==> src/rtl/deserializer_pkg.sv <==
// Shared constants and state encoding for the serial-to-parallel frame deserializer.
package deserializer_pkg;

  localparam int PIO_SIZE_DEF = 256;
  localparam int SIO_SIZE_DEF = 16;
  localparam int BEATS        = PIO_SIZE_DEF / SIO_SIZE_DEF;
  localparam int CNT_W        = $clog2(BEATS + 1);

  typedef enum logic [1:0] {
    ST_IDLE    = 2'd0,
    ST_COLLECT = 2'd1,
    ST_HOLD    = 2'd2
  } state_e;

  function automatic int calc_beats(input int pio, input int sio);
    return pio / sio;
  endfunction

endpackage

==> src/rtl/deserializer.sv <==
// Collects SIO_SIZE-bit beats into one PIO_SIZE-bit frame (beat 0 in the LSBs) and
// holds it with output_valid until the consumer takes it; frame_start mid-frame resyncs.
module deserializer
  import deserializer_pkg::*;
#(
  parameter int PIO_SIZE  = 256,
  parameter int SIO_SIZE  = 16,
  parameter int WORD_SIZE = 32
) (
  input  logic                clk,
  input  logic                reset,
  input  logic [SIO_SIZE-1:0] serial_in,
  input  logic                input_valid,
  input  logic                frame_start,
  output logic                input_ready,
  output logic [PIO_SIZE-1:0] parallel_out,
  output logic                output_valid,
  input  logic                output_ready,
  output logic                frame_error
);

  localparam int L_BEATS = calc_beats(PIO_SIZE, SIO_SIZE);
  localparam int L_CNT_W = $clog2(L_BEATS + 1);
  localparam logic [L_CNT_W-1:0] L_BEATS_C = L_CNT_W'(L_BEATS);
  localparam logic [L_CNT_W-1:0] L_ONE     = L_CNT_W'(1);

  if ((PIO_SIZE % WORD_SIZE) != 0 || (WORD_SIZE % SIO_SIZE) != 0) begin : g_bad_cfg
    $error("deserializer: PIO_SIZE must be a multiple of WORD_SIZE, WORD_SIZE of SIO_SIZE");
  end

  state_e               r_state;
  state_e               w_next;
  logic [L_CNT_W-1:0]   r_cnt;
  logic [L_CNT_W-1:0]   w_cnt_nxt;
  logic [L_CNT_W-1:0]   w_wr_idx;
  logic                 w_wr_en;
  logic                 w_err;
  logic                 w_accept;
  logic [PIO_SIZE-1:0]  r_data;
  logic                 r_out_valid;
  logic                 r_err;

  assign input_ready  = (r_state != ST_HOLD);
  assign w_accept     = input_valid && input_ready;
  assign parallel_out = r_data;
  assign output_valid = r_out_valid;
  assign frame_error  = r_err;

  always_comb begin
    w_next    = r_state;
    w_cnt_nxt = r_cnt;
    w_wr_en   = 1'b0;
    w_wr_idx  = r_cnt;
    w_err     = 1'b0;
    case (r_state)
      ST_IDLE: begin
        // Beats arriving without a frame_start while idle are simply dropped.
        if (w_accept && frame_start) begin
          w_wr_en   = 1'b1;
          w_wr_idx  = '0;
          w_cnt_nxt = L_ONE;
          w_next    = (L_ONE == L_BEATS_C) ? ST_HOLD : ST_COLLECT;
        end
      end
      ST_COLLECT: begin
        if (w_accept) begin
          w_wr_en = 1'b1;
          if (frame_start) begin
            w_err     = 1'b1;
            w_wr_idx  = '0;
            w_cnt_nxt = L_ONE;
          end else begin
            w_cnt_nxt = r_cnt + L_ONE;
            if (w_cnt_nxt == L_BEATS_C) w_next = ST_HOLD;
          end
        end
      end
      ST_HOLD: begin
        if (output_ready) begin
          w_next    = ST_IDLE;
          w_cnt_nxt = '0;
        end
      end
      default: begin
        w_next    = ST_IDLE;
        w_cnt_nxt = '0;
      end
    endcase
  end

  always_ff @(posedge clk) begin
    if (reset) begin
      r_state     <= ST_IDLE;
      r_cnt       <= '0;
      r_out_valid <= 1'b0;
      r_err       <= 1'b0;
    end else begin
      r_state     <= w_next;
      r_cnt       <= w_cnt_nxt;
      r_out_valid <= (w_next == ST_HOLD);
      r_err       <= w_err;
    end
  end

  // Slices are never cleared between frames; only the written slice changes.
  always_ff @(posedge clk) begin
    if (reset) begin
      r_data <= '0;
    end else begin
      for (int k = 0; k < L_BEATS; k++) begin
        if (w_wr_en && (w_wr_idx == L_CNT_W'(k)))
          r_data[k*SIO_SIZE +: SIO_SIZE] <= serial_in;
      end
    end
  end

endmodule

==> config.mk <==
export PLATFORM = sky130hd
export DESIGN_NAME = deserializer
export DESIGN_NICKNAME = d
export VERILOG_FILES = /design/src/rtl/deserializer_pkg.sv /design/src/rtl/deserializer.sv
export SDC_FILE = /design/constraint.sdc
export NUM_CORES = 1
export LEC_CHECK = 0
export ABC_CLOCK_PERIOD_IN_PS = 1950
export CAP_MARGIN = 20
export CORE_ASPECT_RATIO = 0.75
export CORE_UTILIZATION = 45
export CTS_CLUSTER_DIAMETER = 200
export CTS_CLUSTER_SIZE = 40
export DETAILED_ROUTE_END_ITERATION = 8
export PLACE_DENSITY = 0.75
export SETUP_SLACK_MARGIN = 0.2
export SLEW_MARGIN = 0
export SYNTH_ARGS = -nofsm -noshare
export SYNTH_HDL_FRONTEND = slang
export SYNTH_SLANG_ARGS = --single-unit
==> constraint.sdc <==
create_clock -name clk -period 1.95 [get_ports clk]
set_input_delay 0.39 -clock clk [delete_from_list [all_inputs] [get_ports clk]]
set_output_delay 0.39 -clock clk [all_outputs]
set_load 0.05 [all_outputs]
After elaboration in Yosys (flattened, before gate mapping)
Index checks and enable logic that the tools add are counted.
- reductions and logical operators: 22
- equal/unequal tests: 23
- bitwise operators: 2
- muxes and demuxes: 19
- add/sub/neg operators: 1
- operators by type and width (operator ; number):
    $eq 5x4->1 const B ; 8
    $mux 5 ; 7
    $eq 5x3->1 const B ; 4
    $logic_and 1x1->1 ; 18
    $pmux 5 s3 ; 1
    $eq 5x2->1 const B ; 2
    $mux 2 ; 5
    $pmux 5 s2 ; 1
    $ne 2x2->1 const B ; 4
    $pmux 2 s3 ; 1
    $add 5x1->5 const B ; 1
    $eq 5x1->1 const B ; 1
    $eq 5x5->1 const B ; 1
    $logic_not 5->1 ; 1
    $eq 2x2->1 const B ; 2
    $mux 1 ; 3
    $reduce_and 3->1 ; 1
    $reduce_or 3->1 ; 1
    $eq 2x1->1 const B ; 1
    $logic_not 2->1 ; 1
    $not 1->1 ; 2
    $pmux 1 s2 ; 1
- logic and storage cells: 87
- input port bits: 21
- bits in registers: 265

Logic depth before layout (Yosys ltp)
Gate-level depths: netlist of run 1.
- depth in word-level cells: 7
- depth in mapped cells: 7
- mapped depth without buffers: 4

Worst setup path before layout of run 1
Ideal clock, no wire load.
- kind: register to register
- start: reg r_cnt[0]
- end: reg r_data[67], in the netlist parallel_out[67]
- stages on the path, launching flop included: 8
- setup slack: 0.315 ns
- clock period less this slack: 1.635 ns
- data required time: 1.878 ns
- data arrival time: 1.563 ns
- cells stage by stage: dfxtp_1 clkbuf_2 nor4b_2 buf_6 and3_1 buf_2 buf_6 mux2i_1
- longest elaborated chain between the ends: 5
- elaborated cells on any way between the ends: 6
- classes of those cells: 1 x eq/ne; 4 x mux; 1 x reduce/logical
- RTL lines (element ; line ; text):
    start, declared ; deserializer.sv:33 ; logic [L_CNT_W-1:0] r_cnt;
    start signal, assigned ; deserializer.sv:99 ; r_cnt <= w_cnt_nxt;
    $mux 5 ; deserializer.sv:68 ; if (frame_start) begin
    $mux 5 ; deserializer.sv:66 ; if (w_accept) begin
    $pmux 5 s2 (*) ; deserializer.sv:55 ; case (r_state)
    $eq 5x3->1 (*) ; deserializer.sv:111 ; if (w_wr_en && (w_wr_idx == L_CNT_W'(k)))
    $logic_and 1x1->1 (*) ; deserializer.sv:111 ;
    end signal, assigned by index ; deserializer.sv:112 ; r_data[k*SIO_SIZE +: SIO_SIZE] <= serial_in;
    end, declared ; deserializer.sv:39 ; logic [PIO_SIZE-1:0] r_data;
Mark *: on every way between the ends. The rest lies on a longest branch, timed or not.
A chain may end at the register's enable or synchronous reset.

Worst setup path after layout of run 1
- start: reg r_state[0]
- end: out input_ready
- longest elaborated chain between the ends: 1
- RTL lines (element ; line ; text):
    start, declared ; deserializer.sv:31 ; state_e r_state;
    start signal, assigned ; deserializer.sv:98 ; r_state <= w_next;
    $ne 2x2->1 ; deserializer.sv:43 ; assign input_ready = (r_state != ST_HOLD);
    end, declared ; deserializer.sv:15 ; output logic input_ready,
No other way between the ends.

==> results.sh, run 1 <==
export IMPL_clk_pin_slew_ns=0.15
export IMPL_synth_avg_cell_area_um2=11.2
export IMPL_cp_num_buf_inv=3
export IMPL_cts_tree="yes"
export IMPL_drt_iter0_drc=446
export IMPL_ctsRootBufferMaster="clkbuf_16"
export IMPL_fin_crit_sh_pct=86.8
export IMPL_dpl_hpwl_um=20500
export IMPL_synth_edf_count=0
export IMPL_netlist_instances=958
export IMPL_arrival_ns=1.30
export IMPL_drt_pre_antenna_iters=4
export IMPL_cap_violations=0
export IMPL_power_uw=9130
export IMPL_synthesis_nets=980
export IMPL_final_common_cell="nand2b_1"
export IMPL_clockBufferDepth=3
export IMPL_synth_main_ff_cell="dfxtp_1"
export IMPL_final_antenna_net_count=0
export IMPL_tns_ns=0
export IMPL_crit_path_cell_trace="buf_6, nor2b_4, inv_1, buf_6"
export IMPL_final_cell_mix="nand2b_1, dfxtp_1, mux2i_1, clkdlybuf4s15_2, buf_4"
export IMPL_fp_row_count=48
export IMPL_htree_levels=1
export IMPL_syn_area_um2=10800
export IMPL_rsz0062_at_grt="no"
export IMPL_core_area_um2=23200
export IMPL_slowest_delay_ns=0.37
export IMPL_cts_buffers_inserted=10
export IMPL_hold_ws_ns=0.482
export IMPL_antenna_found_initial=0
export IMPL_yosysWarningCount=0
export IMPL_ir_drop_uv=543
export IMPL_n_antenna_cell=0
export IMPL_start_util_pct=46.3
export IMPL_worstSetupPathType="register to output port"
export IMPL_leakagePower_uw=0.00689
export IMPL_cp_start_kind="register"
export IMPL_vias=7705
export IMPL_synth_seq_cells=265
export IMPL_async_flop_share_pct=0
export IMPL_placed_area_um2=14100
export IMPL_cp_common_cell="buf_6"
export IMPL_final_cells=1514
export IMPL_finalHoldViolCount=0
export IMPL_clock_latency_ns=0.50
export IMPL_first_global_vias=7428
export IMPL_placed_cells=1498
export IMPL_yosysSeqAreaShare_pct=49.3
export IMPL_grt_overflow=0
export IMPL_holdBufCountCts=0
export IMPL_status="completed"
export IMPL_clock_skew_ns=0.0235
export IMPL_postLayoutCellArea_um2=14500
export IMPL_cp_slowest_cell="dfxtp_4"
export IMPL_layout_nets=1236
export IMPL_area_growth_pct=35.2
export IMPL_cp_top_family="flip-flops"
export IMPL_via_per_inst=5.09
export IMPL_cp_required_ns=1.56
export IMPL_grt_max_degree=80
export IMPL_endpoint_kind="output port"
export IMPL_worstHoldPathType="register to register"
export IMPL_slew_violations=0
export IMPL_drc=0
export IMPL_wirelength_um=29800
export IMPL_gp_congestion=0.781
export IMPL_fp_dieH_um=136
export IMPL_track_usage_pct=23.7
export IMPL_slew_headroom_pct=59.7
export IMPL_grt_pass1_wl_um=45300
export IMPL_die_x_um=181
export IMPL_fmax_mhz=591
export IMPL_finalSetupViolations=0
export IMPL_synthDistinctLibCells=47
export IMPL_finalCriticalPeriod_ns=1.69
export IMPL_io_pin_count=280
export IMPL_port_buffers=279
export IMPL_dieArea_um2=24500
export IMPL_cp_max_fo=8
export IMPL_power_density_nw_per_um2=628
export IMPL_tightest_slew_ns=0.605
export IMPL_wire_per_inst_um=19.7
export IMPL_final_layout_size_suffix_gt1_share_pct=29.7
export IMPL_clkSinkCount=265
## report_power, final
group | internal (uW) | switching (uW) | total, uW
Clock | 1050 | 1690 | 2730
Sequential | 5460 | 32.4 | 5500
Combinational | 380 | 520 | 901
Total | 6890 | 2240 | 9130
## worst reg2reg max path: stages, from the launching register on
cell     delay, ns
dfxtp_1       0.57
and2_1        0.48
nand4_4       0.16
buf_12        0.19
mux2i_1       0.14
## path summary, 6_finish.rpt
check / start / to / slack (ns) / cells past startpoint
max: r_state[0]$_SDFF_PP0_ / input_ready / 0.26 / 4
max reg2reg: r_cnt[2]$_SDFFE_PP0P_ / parallel_out[232]$_SDFFE_PP0P_ / 0.33 / 4
min: parallel_out[9]$_SDFFE_PP0P_ / parallel_out[9]$_SDFFE_PP0P_ / 0.48 / 2
min reg2reg: parallel_out[9]$_SDFFE_PP0P_ / parallel_out[9]$_SDFFE_PP0P_ / 0.48 / 2
## cell families (layout without fill, tap and decap cells)
logic type      Yosys count  in the layout  share of synthesized area [%]
mux                     257            257                           23.9
buf+inv                  98            354                           4.45
simple gates            315            315                           20.1
fa+ha+maj                 1              1                          0.116
compound gates           22             22                           2.09
flops                   265            265                           49.3
## layout make-up
class	count	area, um^2
fill	1903	8700
clock buffer	11	275
multi-input combinational	595	5000
clock inverter	1	16.3
tap	300	375
timing repair buffer	339	3550
inverter	3	11.3
sequential	265	5310
## what timing repair did
action	CTS	global route
resized for setup	512	23
pin swaps	0	0
setup buffers	1	3
endpoints found under the setup margin	177	71
## synth_stat cells, types with 2 or more instances
cell type  number  area (um^2)
and3_1          2         12.5
nand2_1         3         11.3
buf_1           7         26.3
a31o_2          2         17.5
o31ai_1         2         15.0
nand3_4         2         35.0
buf_4          11         82.6
o211ai_4        3         63.8
and3b_1         3         26.3
nand3_1         2         10.0
dfxtp_1       265         5310
nor3b_1         3         22.5
buf_6           7         78.8
buf_2          13         65.1
o21ai_0         3         15.0
clkbuf_1       56          210
nand2b_1      274         1710
inv_1           3         11.3
a311oi_1        2         17.5
nor2b_1         5         31.3
nand4_4         9          191
mux2i_1       256         2560
## stage by stage
step                utilization [%]  worst slack, ns
finish                         62.6            0.258
global route                   62.6            0.206
CTS                            62.9            0.201
detailed placement             60.7           -0.133
global placement               60.7          -0.0910
floorplan                         -            0.315
## layer usage
metal	GRT usage (%)	routed length (um)
met1	32.5	13900
met2	38.0	13500
met3	6.46	2210
met4	3.61	320
met5	0	0
## sequential cells by signal, summed over array words and instances (netlist names)
| register | count |
|---|---|
| r_cnt | 5 |
| output_valid | 1 |
| frame_error | 1 |
| parallel_out | 256 |
| r_state | 2 |
(Power assumes the default switching activity.)
==> inputs of run 2 (changes only) <==
- CAP_MARGIN: 20 -> 0
- MAX_ROUTING_LAYER: default -> met4
==> run 2 against run 1 <==
Compared with the run above: via count fell by 0.69%; core utilization is the same; critical path type unchanged; sequential power barely moved; die area did not move; register-to-register slack about the same; cell area unchanged.
==> results.sh, run 2 (synthesized netlist as in run 1, its figures left out) <==
export IMPL_status="completed"
export IMPL_first_global_vias=7459
export IMPL_grt_overflow=0
export IMPL_grt_pass1_wl_um=45200
export IMPL_fin_crit_sh_pct=86.6
export IMPL_clockBufferDepth=3
export IMPL_tightest_slew_ns=0.599
export IMPL_cp_top_family="flip-flops"
export IMPL_clock_skew_ns=0.0253
export IMPL_finalCriticalPeriod_ns=1.69
export IMPL_cp_common_cell="buf_6"
export IMPL_drt_iter0_drc=476
export IMPL_worstSetupPathType="register to output port"
export IMPL_final_cell_mix="nand2b_1, dfxtp_1, mux2i_1, clkdlybuf4s15_2, buf_4"
export IMPL_cp_max_fo=8
export IMPL_power_frac_seq_pct=60.2
export IMPL_cp_num_buf_inv=3
export IMPL_fp_dieH_um=136
export IMPL_via_per_inst=5.05
export IMPL_slowest_delay_ns=0.37
export IMPL_core_area_um2=23200
export IMPL_clk_pin_slew_ns=0.14
export IMPL_tns_ns=0
export IMPL_hold_ws_ns=0.482
export IMPL_drt_pre_antenna_iters=4
export IMPL_fill_cells=1903
export IMPL_area_growth_pct=35.2
export IMPL_slew_violations=0
export IMPL_netSwitchingFraction_pct=24.5
export IMPL_htree_levels=1
export IMPL_finalSetupViolations=0
export IMPL_vias=7652
export IMPL_cp_required_ns=1.56
export IMPL_cp_slowest_cell="dfxtp_4"
export IMPL_gp_congestion=0.792
export IMPL_final_cells=1514
export IMPL_fmax_mhz=592
export IMPL_fp_row_count=48
export IMPL_n_antenna_cell=0
export IMPL_endpoint_kind="output port"
export IMPL_drc=0
export IMPL_track_usage_pct=24.5
export IMPL_p_sw_uw=2240
export IMPL_cap_violations=0
export IMPL_combPwrFrac_pct=9.9
export IMPL_antenna_found_initial=0
export IMPL_dieArea_um2=24500
export IMPL_fin_util_pct=62.6
export IMPL_slew_headroom_pct=60.1
export IMPL_wire_per_inst_um=19.7
export IMPL_clkSinkCount=265
export IMPL_crit_path_cell_trace="buf_6, nor2b_4, inv_1, buf_6"
export IMPL_final_antenna_net_count=0
export IMPL_p_clk_share_pct=30.0
export IMPL_grt_max_degree=80
export IMPL_power_uw=9130
export IMPL_die_x_um=181
export IMPL_cts_buffers_inserted=10
export IMPL_dpl_hpwl_um=20500
export IMPL_ir_drop_uv=534
export IMPL_regArea_um2=5310
export IMPL_io_pin_count=280
export IMPL_placed_cells=1498
export IMPL_final_layout_size_suffix_gt1_share_pct=29.7
export IMPL_start_util_pct=46.3
export IMPL_ctsRootBufferMaster="clkbuf_16"
export IMPL_final_common_cell="nand2b_1"
export IMPL_worstHoldPathType="register to register"
export IMPL_p_int_uw=6890
export IMPL_clock_latency_ns=0.50
export IMPL_leakagePower_uw=0.00689
export IMPL_holdBufCountCts=0
export IMPL_cp_start_kind="register"
export IMPL_arrival_ns=1.30
export IMPL_finalHoldViolCount=0
export IMPL_cts_tree="yes"
export IMPL_rsz0062_at_grt="no"
export IMPL_power_density_nw_per_um2=628
export IMPL_layout_nets=1236
export IMPL_wirelength_um=29900
export IMPL_port_buffers=279
export IMPL_multi_input_area_um2=5000
export IMPL_largest_reg_flops=256
-- run 2: final timing paths --
kind | from | endpoint | slack [ns] | cells past startpoint
max | r_state[0]$_SDFF_PP0_ | input_ready | 0.26 | 4
min reg2reg | parallel_out[75]$_SDFFE_PP0P_ | parallel_out[75]$_SDFFE_PP0P_ | 0.48 | 2
max reg2reg | r_cnt[2]$_SDFFE_PP0P_ | parallel_out[227]$_SDFFE_PP0P_ | 0.32 | 4
min | parallel_out[75]$_SDFFE_PP0P_ | parallel_out[75]$_SDFFE_PP0P_ | 0.48 | 2
-- run 2: power groups by stage --
| stage | Clock, uW | Combinational [uW] | Sequential [uW] |
|---|---|---|---|
| 3_3_place_gp | 0 | 897 | 5620 |
| 4_1_cts | 2800 | 907 | 5490 |
| 5_1_grt | 2990 | 943 | 5500 |
| 6_report | 2730 | 900 | 5500 |
| 2_1_floorplan | 0 | 410 | 5740 |
| 3_5_place_dp | 0 | 901 | 5620 |
-- run 2: per-stage QoR --
step	cell area (um^2)	setup WS [ns]
after CTS	14600	0.201
after global placement	14100	-0.0910
after global routing	14500	0.206
after floorplan	10800	0.315
final	14500	0.262
after detailed placement	14100	-0.133
-- run 2: final cells by class --
type,count,share of cell area [%]
clock buffer,11,1.89
clock inverter,1,0.112
inverter,3,0.0774
multi-input combinational,595,34.4
sequential,265,36.5
tap,300,2.58
timing repair buffer,339,24.4
-- run 2: worst register-to-register path, stage by stage (launching register included) --
cell	delay [ns]
dfxtp_1	0.57
and2_1	0.48
nand4_4	0.16
buf_12	0.19
mux2i_1	0.13
-- run 2: timing repair --
| item | CTS | global route |
|---|---|---|
| resized for setup | 512 | 23 |
| pin swaps | 0 | 0 |
| setup endpoints to repair | 177 | 71 |
| buffers inserted | 1 | 3 |
-- run 2: metal layers --
layer  GRT usage, %  up-vias  routed length [um]
li1               -     3688                   -
met1           32.7     3721               14100
met2           38.0      218               13300
met3           6.32       25                2050
met4           3.61        0                 390
met5              -        -                   0
==> inputs of run 3 (changes only) <==
- CORE_UTILIZATION: 45 -> 49
- CTS_BUF_LIST: default -> sky130_fd_sc_hd__clkbuf_16
- CTS_CLUSTER_SIZE: 40 -> default
- PLACE_DENSITY: 0.75 -> 0.8
==> run 3 against run 2 <==
Compared with the run above: global-route usage rose by 2.4 points; largest power group unchanged; fmax decreased by 1.5%; die area down 8.1%; largest cell class unchanged.
==> results.sh, run 3 (synthesized netlist as in run 1, its figures left out) <==
export IMPL_regArea_um2=5310
export IMPL_endpoint_kind="output port"
export IMPL_cp_required_ns=1.56
export IMPL_leakagePower_uw=0.00712
export IMPL_largest_reg_flops=256
export IMPL_grt_overflow=0
export IMPL_fill_cells=1574
export IMPL_final_antenna_net_count=0
export IMPL_critPathLaunch="output_valid$_SDFF_PP0_"
export IMPL_rsz0062_at_grt="no"
export IMPL_cts_tree="yes"
export IMPL_drt_iter0_drc=518
export IMPL_first_global_vias=7818
export IMPL_clock_latency_ns=0.52
export IMPL_fin_util_pct=70.8
export IMPL_drc=0
export IMPL_power_density_nw_per_um2=732
export IMPL_via_per_inst=5.09
export IMPL_clk_pin_slew_ns=0.06
export IMPL_setup_slack_ns=0.235
export IMPL_finalSetupViolations=0
export IMPL_dpl_hpwl_um=20200
export IMPL_cp_max_fo=1
export IMPL_grt_pass1_wl_um=45900
export IMPL_multi_input_area_um2=5000
export IMPL_clkSinkCount=265
export IMPL_fp_row_count=46
export IMPL_vias=7832
export IMPL_grt_max_degree=92
export IMPL_crit_path_cell_trace="clkdlybuf4s15_1"
export IMPL_cap_violations=0
export IMPL_worstSetupPathType="register to output port"
export IMPL_dieArea_um2=22600
export IMPL_r2r_slack_ns=0.31
export IMPL_cp_start_kind="register"
export IMPL_power_uw=11100
export IMPL_drt_pre_antenna_iters=4
export IMPL_ir_drop_uv=613
export IMPL_final_cells=1540
export IMPL_die_x_um=173
export IMPL_fin_crit_sh_pct=87.9
export IMPL_holdBufCountCts=0
export IMPL_ctsRootBufferMaster="clkbuf_16"
export IMPL_final_common_cell="nand2b_1"
export IMPL_cp_slowest_cell="clkdlybuf4s15_1"
export IMPL_r2r_start="r_state[1]$_SDFF_PP0_"
export IMPL_tightest_slew_ns=0.638
export IMPL_clockBufferDepth=3
export IMPL_track_usage_pct=26.9
export IMPL_cp_top_family="buffers and inverters"
export IMPL_placed_cells=1488
export IMPL_clock_skew_ns=0.00551
export IMPL_cp_num_buf_inv=1
export IMPL_slowest_delay_ns=0.49
export IMPL_pre_cts_ws_ns=-0.140
export IMPL_slew_violations=0
export IMPL_slew_headroom_pct=57.5
export IMPL_wirelength_um=30200
export IMPL_port_buffers=279
export IMPL_finalCriticalPeriod_ns=1.71
export IMPL_cts_buffers_inserted=27
export IMPL_antenna_found_initial=0
export IMPL_layout_nets=1254
export IMPL_core_area_um2=21400
export IMPL_start_util_pct=50.4
export IMPL_fp_dieH_um=130
export IMPL_final_layout_size_suffix_gt1_share_pct=30.2
export IMPL_area_growth_pct=40.5
export IMPL_finalHoldViolCount=0
export IMPL_arrival_ns=1.32
export IMPL_worstHoldPathType="register to register"
export IMPL_htree_levels=1
export IMPL_hold_path_startpoint="parallel_out[229]$_SDFFE_PP0P_"
export IMPL_io_pin_count=280
export IMPL_hold_ws_ns=0.473
export IMPL_final_cell_mix="nand2b_1, dfxtp_1, mux2i_1, clkdlybuf4s15_2, buf_4"
export IMPL_gp_congestion=0.792
export IMPL_status="completed"
export IMPL_wire_per_inst_um=19.6
export IMPL_fmax_mhz=583
## run 3: cell types whose count changed in the layout (fill, tap and decap cells not counted), moves of 2 or more
| cell | previous run | this run |
|---|---|---|
| clkbuf_2 | 21 | 4 |
| clkdlybuf4s15_2 | 155 | 178 |
| inv_1 | 3 | 13 |
| buf_4 | 108 | 105 |
| clkinv_1 | 0 | 7 |
| clkdlybuf4s15_1 | 0 | 2 |
| clkbuf_16 | 11 | 27 |
| clkinv_2 | 0 | 2 |
| buf_12 | 34 | 30 |
## run 3: worst paths after layout
kind / to / cells after the start
min reg2reg: parallel_out[229]$_SDFFE_PP0P_ / 2
min: parallel_out[229]$_SDFFE_PP0P_ / 2
max: output_valid / 1
max reg2reg: parallel_out[22]$_SDFFE_PP0P_ / 5
## run 3: power by group
part / switching, uW / internal [uW] / leakage, uW
clock network: 2070 / 2620 / 0.000423
logic: 519 / 362 / 0.00456
registers: 36.2 / 5460 / 0.00214
## run 3: worst reg2reg max path: cells and delay by family (launching register included)
family / cells / cell delay, ns
flip-flops: 1 / 0.40
AND/OR/NAND/NOR: 1 / 0.30
buffers and inverters: 2 / 0.33
AO/OA/AOI/OAI: 1 / 0.25
multiplexers: 1 / 0.27
## run 3: through the flow
stage	area [um^2]	setup TNS [ns]
finish	15100	0
floorplan	10800	0
detailed placement	14100	-13.62
global placement	14100	-5.67
CTS	15100	0
global route	15100	0
## run 3: final cells by class
type	count	share of cell area (%)
Tap cell	288	2.38
Inverter	3	0.0745
Antenna cell	1	0.0166
Sequential cell	265	35.1
Timing Repair Buffer	340	24.1
Clock buffer	27	4.47
Multi-Input combinational cell	595	33.0
Clock inverter	21	0.745
## run 3: routing by layer
layer	part of all wire, %	vias up	GRT usage [%]
li1	-	3741	-
met1	47	3845	34.4
met2	46	203	44.1
met3	5.3	43	5.91
met4	1.8	0	5.10
met5	0	-	-
## run 3: what timing repair did
item,in CTS,in global routing
buffers inserted,1,2
gates resized for setup,554,6
endpoints found under the setup margin,185,30
cloned,0,0
